--- src/rtl/multi_queue_fifo_pkg.sv ---
// Shared types and constants for the multi_queue_fifo write-side front end.
//   writer_state_e   : writer FSM states (idle search / locked to one packet)
//   queue_idx_t      : queue select for the default queue count
//   DROP_COUNT_WIDTH : width of the saturating discarded-word counter
//   idx_width()      : index width for N items, never below one bit
package multi_queue_fifo_pkg;

  function automatic int unsigned idx_width(input int unsigned n);
    return (n > 1) ? $clog2(n) : 1;
  endfunction

  localparam int unsigned DROP_COUNT_WIDTH  = 16;
  localparam int unsigned DefaultQueueCount = 2;
  localparam int unsigned QueueIdxWidth     = idx_width(DefaultQueueCount);

  typedef logic [QueueIdxWidth-1:0] queue_idx_t;

  typedef enum logic [0:0] {
    StIdle,
    StLocked
  } writer_state_e;

endpackage

--- src/rtl/multi_queue_fifo_writer_rr_picker.sv ---
// Combinational round-robin picker.
//   req_i         : request vector, one bit per producer
//   start_i       : index the search starts from (wraps modulo N)
//   grant_o       : first requesting index at or after start_i
//   grant_valid_o : at least one request is set
module rr_picker #(
  parameter int unsigned N  = 2,
  parameter int unsigned IW = 1
) (
  input  logic [N-1:0]  req_i,
  input  logic [IW-1:0] start_i,
  output logic [IW-1:0] grant_o,
  output logic          grant_valid_o
);

  always_comb begin
    int unsigned idx;
    grant_o       = '0;
    grant_valid_o = 1'b0;
    idx           = 0;
    for (int unsigned k = 0; k < N; k++) begin
      // start_i is always < N, so a single subtraction is enough to wrap
      idx = 32'(start_i) + k;
      if (idx >= N) begin
        idx = idx - N;
      end
      if (!grant_valid_o && req_i[idx]) begin
        grant_valid_o = 1'b1;
        grant_o       = IW'(idx);
      end
    end
  end

endmodule

--- src/rtl/multi_queue_fifo_writer.sv ---
// Write-side front end of multi_queue_fifo: merges INPUT_COUNT producer streams into one
// registered fifo write port with round-robin, packet-atomic arbitration.
//   clk_i / rst_ni   : clock, synchronous active-low reset
//   in_valid_i       : producer word valid
//   in_ready_o       : producer word accepted this cycle
//   in_target_i      : destination queue per producer (only sampled on a packet's first word)
//   in_last_i        : last word of packet
//   in_payload_i     : word data
//   out_valid_o      : fifo write valid
//   out_target_o     : fifo write queue select
//   out_payload_o    : fifo write data
//   out_ready_i      : per-queue fifo space available
//   drop_count_o     : saturating count of words discarded for an out-of-range target
module multi_queue_fifo_writer
  import multi_queue_fifo_pkg::*;
#(
  parameter int unsigned  INPUT_COUNT = 2,
  parameter int unsigned  QUEUE_COUNT = DefaultQueueCount,
  parameter int unsigned  DATA_WIDTH  = 8,
  localparam int unsigned QW          = idx_width(QUEUE_COUNT),
  localparam int unsigned IW          = idx_width(INPUT_COUNT)
) (
  input  logic                                  clk_i,
  input  logic                                  rst_ni,
  input  logic [INPUT_COUNT-1:0]                in_valid_i,
  output logic [INPUT_COUNT-1:0]                in_ready_o,
  input  logic [INPUT_COUNT-1:0][QW-1:0]        in_target_i,
  input  logic [INPUT_COUNT-1:0]                in_last_i,
  input  logic [INPUT_COUNT-1:0][DATA_WIDTH-1:0] in_payload_i,
  output logic                                  out_valid_o,
  output logic [QW-1:0]                         out_target_o,
  output logic [DATA_WIDTH-1:0]                 out_payload_o,
  input  logic [QUEUE_COUNT-1:0]                out_ready_i,
  output logic [DROP_COUNT_WIDTH-1:0]           drop_count_o
);

  writer_state_e                state_q, state_d;
  logic [IW-1:0]                rr_ptr_q, rr_ptr_d;
  logic [IW-1:0]                lock_idx_q, lock_idx_d;
  logic [QW-1:0]                lock_target_q, lock_target_d;
  logic                         out_valid_q, out_valid_d;
  logic [QW-1:0]                out_target_q, out_target_d;
  logic [DATA_WIDTH-1:0]        out_payload_q, out_payload_d;
  logic [DROP_COUNT_WIDTH-1:0]  drop_count_q, drop_count_d;

  logic [IW-1:0]                pick_idx, grant;
  logic                         pick_valid, grant_valid;
  logic                         out_fire, load_ok, accept, target_ok, word_last;
  logic [QW-1:0]                word_target;
  logic [DATA_WIDTH-1:0]        word_payload;

  function automatic logic [IW-1:0] next_idx(input logic [IW-1:0] idx);
    return (32'(idx) >= INPUT_COUNT - 1) ? '0 : idx + IW'(1);
  endfunction

  rr_picker #(
    .N  (INPUT_COUNT),
    .IW (IW)
  ) u_rr_picker (
    .req_i         (in_valid_i),
    .start_i       (rr_ptr_q),
    .grant_o       (pick_idx),
    .grant_valid_o (pick_valid)
  );

  // Only the ready of the queue currently addressed matters.
  assign out_fire = out_valid_q && out_ready_i[out_target_q];
  assign load_ok  = !out_valid_q || out_fire;

  // Output process: grant selection and producer handshake.
  always_comb begin
    if (state_q == StLocked) begin
      grant       = lock_idx_q;
      grant_valid = in_valid_i[lock_idx_q];
    end else begin
      grant       = pick_idx;
      grant_valid = pick_valid;
    end
    in_ready_o = '0;
    if (rst_ni && load_ok && grant_valid) begin
      in_ready_o[grant] = 1'b1;
    end
  end

  assign accept       = rst_ni && load_ok && grant_valid;
  assign word_last    = in_last_i[grant];
  assign word_payload = in_payload_i[grant];
  // Mid-packet the target latched from the first word wins over in_target_i.
  assign word_target  = (state_q == StLocked) ? lock_target_q : in_target_i[grant];
  assign target_ok    = 32'(word_target) < QUEUE_COUNT;

  // Next-state process: FSM, round-robin pointer and packet lock.
  always_comb begin
    state_d       = state_q;
    rr_ptr_d      = rr_ptr_q;
    lock_idx_d    = lock_idx_q;
    lock_target_d = lock_target_q;
    case (state_q)
      StIdle: begin
        if (accept) begin
          if (word_last) begin
            rr_ptr_d = next_idx(grant);
          end else begin
            lock_idx_d    = grant;
            lock_target_d = in_target_i[grant];
            state_d       = StLocked;
          end
        end
      end
      StLocked: begin
        if (accept && word_last) begin
          rr_ptr_d = next_idx(lock_idx_q);
          state_d  = StIdle;
        end
      end
      default: state_d = StIdle;
    endcase
  end

  // Output register and drop counter; drain and load may happen in the same cycle.
  always_comb begin
    out_valid_d   = out_valid_q;
    out_target_d  = out_target_q;
    out_payload_d = out_payload_q;
    drop_count_d  = drop_count_q;
    if (out_fire) begin
      out_valid_d = 1'b0;
    end
    if (accept) begin
      if (target_ok) begin
        out_valid_d   = 1'b1;
        out_target_d  = word_target;
        out_payload_d = word_payload;
      end else if (drop_count_q != '1) begin
        drop_count_d = drop_count_q + DROP_COUNT_WIDTH'(1);
      end
    end
  end

  always_ff @(posedge clk_i) begin
    if (!rst_ni) begin
      state_q       <= StIdle;
      rr_ptr_q      <= '0;
      lock_idx_q    <= '0;
      lock_target_q <= '0;
      out_valid_q   <= 1'b0;
      out_target_q  <= '0;
      out_payload_q <= '0;
      drop_count_q  <= '0;
    end else begin
      state_q       <= state_d;
      rr_ptr_q      <= rr_ptr_d;
      lock_idx_q    <= lock_idx_d;
      lock_target_q <= lock_target_d;
      out_valid_q   <= out_valid_d;
      out_target_q  <= out_target_d;
      out_payload_q <= out_payload_d;
      drop_count_q  <= drop_count_d;
    end
  end

  assign out_valid_o   = out_valid_q;
  assign out_target_o  = out_target_q;
  assign out_payload_o = out_payload_q;
  assign drop_count_o  = drop_count_q;

endmodule
--- config.mk ---
export PLATFORM = sky130hd
export DESIGN_NAME = multi_queue_fifo_writer
export DESIGN_NICKNAME = d
export VERILOG_FILES = /design/src/rtl/multi_queue_fifo_pkg.sv /design/src/rtl/multi_queue_fifo_writer_rr_picker.sv /design/src/rtl/multi_queue_fifo_writer.sv
export SDC_FILE = /design/constraint.sdc
export NUM_CORES = 1
export LEC_CHECK = 0
export CORE_MARGIN = 3
export CORE_UTILIZATION = 35
export DETAILED_ROUTE_END_ITERATION = 6
export PLACE_DENSITY = 0.77
export SLEW_MARGIN = 10
export SYNTH_ARGS = -nofsm -noshare
export SYNTH_HDL_FRONTEND = slang
export SYNTH_SLANG_ARGS = --single-unit
--- constraint.sdc ---
create_clock -name clk_i -period 1.85 [get_ports clk_i]
set_input_delay 0.2775 -clock clk_i [delete_from_list [all_inputs] [get_ports clk_i]]
set_output_delay 0.2775 -clock clk_i [all_outputs]
set_load 0.02 [all_outputs]
Word level (Yosys, flattened, before mapping)
Cells that the tools add are included.
{"block": "op_classes", "n_lt_le_gt_ge": 10, "mux": 38, "n_reduce_logical": 12, "n_mul": 0, "bitwise": 2, "addsub": 5, "n_eq_ne": 3, "shift": 0, "div": 0}
{"op": "32-bit by 2-bit less-than comparator with 1-bit output, second input constant", "n": 2}
{"op": "32-bit two-way mux", "n": 2}
{"op": "32-bit by 2-bit greater-or-equal comparator with 1-bit output, second input constant", "n": 1}
{"op": "32-bit by 2-bit subtractor with 32-bit output, second input constant", "n": 1}
{"op": "1-bit two-way mux", "n": 30}
{"op": "8-bit two-way mux", "n": 2}
{"op": "1-bit logical AND", "n": 6}
{"op": "1-bit by 2-bit less-than comparator with 1-bit output, second input constant", "n": 3}
{"op": "3-bit AND reduction", "n": 2}
{"op": "2-bit != test, second input constant", "n": 2}
{"op": "1-bit case mux with 2 select lines", "n": 2}
{"op": "1-bit greater-or-equal comparator, second input constant", "n": 3}
{"op": "1-bit by 2-bit subtractor with 3-bit output, second input constant", "n": 1}
{"op": "1-bit adder, second input constant", "n": 2}
{"op": "1-bit by 1-bit adder with 2-bit output, second input constant", "n": 1}
{"op": "1-bit by 2-bit greater-or-equal comparator with 1-bit output, second input constant", "n": 1}
{"op": "1-bit zero test", "n": 2}
{"op": "2-bit two-way mux", "n": 1}
{"op": "2-bit by 1-bit != test with 1-bit output, second input constant", "n": 1}
{"op": "1-bit NOT", "n": 2}
{"op": "2-bit nonzero test", "n": 1}
{"op": "1-bit demux with 1-bit select", "n": 1}
{"op": "1-bit logical OR", "n": 1}
{"block": "word_totals", "wordCells": 77, "n_memories": 0, "mem_bits_ro": 0, "ram_bits": 0, "latchBits": 0, "out_inout_bits": 28, "register_bits": 14, "inputBits": 26}

Logic depth before layout (Yosys ltp)
{"block": "logic_depth", "ltp_word": 14, "depth_mapped": 5, "depth_no_buf": 4}

Modules after synthesis
A second synthesis with hierarchy kept.
{"block": "hier_totals", "hier_cells": 98, "hier_area_um2": 912.1}
{"module": "multi_queue_fifo_writer", "cells_per_inst": 95, "instances": 1, "area_per_inst_um2": 894.6}
{"module": "rr_picker", "cells_per_inst": 3, "instances": 1, "area_per_inst_um2": 17.5}

Worst setup path after synthesis
OpenSTA, ideal clock, no wires.
{"block": "synth_path", "path_type": "register to output", "start": "reg out_target_q, in the netlist out_target_o", "end": "out in_ready_o[0]", "t_required_ps": 1572, "path_slack_ps": 78, "arrival_ps": 1495, "stages_incl_launch_ff": 6, "path_cell_list": "dfxtp_1 mux2i_1 a221oi_4 buf_4 inv_2 nor2_1"}
{"block": "synth_between", "elab_chain_cells": 7}
{"element": "from (decl)", "line_no": "multi_queue_fifo_writer.sv:42", "source": "logic [QW-1:0] out_target_q, out_target_d;"}
{"element": "from (signal assigned)", "line_no": "multi_queue_fifo_writer.sv:156", "source": "out_target_q <= out_target_d;"}
{"element": "1-bit two-way mux (not written as such) (2 in a row)", "line_no": "multi_queue_fifo_writer.sv:67", "source": "assign out_fire = out_valid_q && out_ready_i[out_target_q];"}
{"element": "1-bit logical AND", "line_no": "multi_queue_fifo_writer.sv:67"}
{"element": "1-bit logical OR", "line_no": "multi_queue_fifo_writer.sv:68", "source": "assign load_ok = !out_valid_q || out_fire;"}
{"element": "1-bit logical AND (2 in a row)", "line_no": "multi_queue_fifo_writer.sv:80", "source": "if (rst_ni && load_ok && grant_valid) begin"}
{"element": "2-bit two-way mux", "line_no": "multi_queue_fifo_writer.sv:80"}
{"element": "to (decl)", "line_no": "multi_queue_fifo_writer.sv:26", "source": "output logic [INPUT_COUNT-1:0] in_ready_o,"}
No other way between the ends. The select of a mux whose other input is x is not followed.

Final worst setup path
{"block": "layout_path", "start": "in out_ready_i[0]", "end": "out in_ready_o[0]"}
{"block": "layout_between", "elab_chain_cells": 7}
{"element": "from (decl)", "line_no": "multi_queue_fifo_writer.sv:33", "source": "input logic [QUEUE_COUNT-1:0] out_ready_i,"}
{"element": "1-bit two-way mux (not written as such) (2 in a row)", "line_no": "multi_queue_fifo_writer.sv:67"}
{"element": "1-bit logical AND", "line_no": "multi_queue_fifo_writer.sv:67"}
{"element": "1-bit logical OR", "line_no": "multi_queue_fifo_writer.sv:68"}
{"element": "1-bit logical AND (2 in a row)", "line_no": "multi_queue_fifo_writer.sv:80"}
{"element": "2-bit two-way mux", "line_no": "multi_queue_fifo_writer.sv:80"}
No other way between the ends. The select of a mux whose other input is x is not followed.

==> out/qor.yml <==
status:
  status: "finished, final reports clean"
clocking:
  holdBufCountCts: 0
  clockRootBuffer: "clkbuf_4"
  clockBufferDepth: 2
  clock_sinks: 14
  cts_tree: "yes"
  insertion_delay_ps: 280
  cts.clk_slew.worst_paths_ps: 90
  cts.htree.levels: 1
  numCtsBuffers: 3
sta:
  fmax_mhz: 564.2
  setup_viol: 0
  fin_tns_setup_ps: 0
  hold_violations: 0
  min_period_ps: 1772
  rsz0062_at_grt: "no"
  finalClockSkew_ps: 7.846
  maxSlewViolCount: 0
  min_period_over_period_pct: 95.81
die:
  placementRows: 17
  io_pins: 54
  start_util_pct: 37.90
  coreArea_mm2: 0.002255
  dieWidth_um: 55.41
  die_h_um: 55.41
  die_area_mm2: 0.003070
synth:
  synth_cell_types: 26
  synth.area.mux_share_pct: 4.685
  synth_adder_area_share_pct: 0
  synthTopCellsByArea: "dfxtp_1, buf_4, a311oi_1"
  async_flop_share_pct: 0
  synth_seq_cells: 14
  syn-cell-area_um2: 854.6
  synth-compound-area-share_pct: 25.18
  synth_top_area_share_pct: 32.80
  synth.most_common_cell: "nand2_1"
  synth-xor-area-share_pct: 0
  synth_top_family_by_area: "compound AO/OA/AOI/OAI gates"
  yosysWarnings: 0
  synthSimpleGateAreaFrac_pct: 17.42
  ys.flop_type: "dfxtp_1"
  yosys.area.top_type: "dfxtp_1"
  synthCells: 108
  synth_commonest_cells: "nand2_1, buf_4, dfxtp_1, nor2_1, a311oi_1"
  postSynthAreaPerCell_um2: 7.913
  synth_edf_count: 0
  synth-seq-area-share_pct: 32.80
routing:
  drtIter0Drc: 19
  route.detailed.drc: 0
  route.vias.total: 910
  routed_wl_um: 2401
  dr.pass1.iters: 4
  via_per_inst: 4.919
  antenna_left: 0
  post_drt_wl_per_cell_um: 12.98
finish:
  final_cells: 185
  n_antenna_cell: 0
  n_fill_cell: 218
  drive_above_1_share_pct: 14.65
  design_area_mm2: 0.001300
  nNetsFinal: 184
  area_delta_synth_final_pct: 52.12
pwr:
  power_uw: 952.4
  vdd_ir_drop_max_mv: 0.4872
  power_density_mw_per_mm2: 732.6
  p_leak_nw: 0.5580
placement:
  placed_cell_area_mm2: 0.001259
  dp.cells: 180
  io_buffer_count: 37
  finalWeightedCongestion: 0.9832
  dpl.hpwl_um: 1926
setup_path:
  max_stage_delay_ps: 470
  rr_worst_depth: 6
  critPathMaxFanout: 2
  cp_data_required_time_ps: 1570
  r2r_slack_ps: 180
  cp.arrival_ps: 1490
  start_kind: "input port"
  slowest_stage: "clkdlybuf4s50_1"
  path_cells: "clkdlybuf4s50_1, mux2i_2, a221oi_4, inv_2, nor2_1, buf_4"
  crit_path_end_kind: "primary output"
  critical_path_class: "in2out"
grt:
  grt_pass1_wl_um: 3877
  antenna_found_initial: 0
  track_usage_pct: 15.56
  grt_pass1_vias: 827
  grt_max_degree: 23
  overflow: 0
flow_run:
  drv_cap: 0
hold_path:
  hold_class: "reg2reg"
  holdPathStages: 2
==> placed cells by master, fill, tap and decap left out, types with 2 or more instances in the layout <==
cell type,netlist,layout
dfxtp_1,14,14
nand2b_1,2,2
mux2i_2,0,2
nor2b_1,2,2
nor2_1,12,12
buf_4,17,14
inv_1,3,3
mux2i_1,4,2
nand2_1,21,21
clkbuf_4,0,3
dlygate4sd2_1,0,2
a311oi_1,9,9
o21ai_0,3,2
o21ai_1,1,2
conb_1,1,16
clkdlybuf4s50_1,0,33
a21oi_1,4,4
o211ai_1,3,3
==> where the power goes <==
part | internal (mW) | switching, mW | leakage [nW] | total (mW)
Clock | 0.120 | 0.102 | 0.0210 | 0.221
Combinational | 0.178 | 0.191 | 0.421 | 0.370
Sequential | 0.336 | 0.0256 | 0.116 | 0.361
==> worst paths after layout <==
| kind | to | from |
|---|---|---|
| worst min register to register | lock_target_q$_SDFFE_PN0P_ | lock_target_q$_SDFFE_PN0P_ |
| worst max-delay path | in_ready_o[0] | out_ready_i[0] |
| worst min-delay path | lock_target_q$_SDFFE_PN0P_ | lock_target_q$_SDFFE_PN0P_ |
| worst max register to register | rr_ptr_q$_SDFFE_PN0P_ | lock_idx_q$_SDFFE_PN0P_ |
==> stage by stage <==
stage               hold slack [ps]  worst slack [ps]  utilization, %
floorplan                     384.3             77.80               -
global placement              445.7            -443.8           55.83
detailed placement            471.2            -496.2           55.83
CTS                           484.0             65.22           57.49
global route                  504.3             2.455           57.66
finish                        483.2             77.54           57.66
==> repair_timing <==
action / 4_1_cts / 5_1_grt
setup buffers: 1 / 0
gates resized for setup: 13 / 1
endpoints found under the setup margin: 2 / 2
pin swaps: 1 / 1
==> sequential cells by signal, indices dropped and copies added, names as in the netlist, named ones only <==
signal and cells:
lock_idx_q 1, out_payload_o 8, out_target_o 1, out_valid_o 1, rr_ptr_q 1, lock_target_q 1
==> area by class of cell <==
class | instances | area, um2 | share of cell area [%]
clock buffers | 4 | 36.28 | 2.791
inverters | 5 | 18.77 | 1.444
multi-input cells | 84 | 471.7 | 36.28
flip-flops and latches | 14 | 280.3 | 21.56
well taps | 28 | 35.03 | 2.695
repair buffers | 50 | 457.9 | 35.23
==> routing by layer <==
layer / GRT usage (%) / routed length (um) / vias to the layer above
met2: 25.51 / 1210 / 35
met4: 5.556 / 33 / 0
met3: 6.308 / 206 / 6
met1: 18.16 / 951 / 427
li1: - / - / 442
met5: 0 / 0 / -
==> cells by family after synthesis <==
group	after synthesis
AND/OR/NAND/NOR	37
buffers and inverters	25
multiplexers	4
other	1
AO/OA/AOI/OAI	27
flip-flops	14
==> worst max-delay path: cells and delay by family <==
kind,cells,cell delay [ps]
buffers and inverters,3,680
AO/OA/AOI/OAI,1,320
AND/OR/NAND/NOR,1,120
multiplexers,1,100
Note: power is estimated with default switching activity, not from simulation.
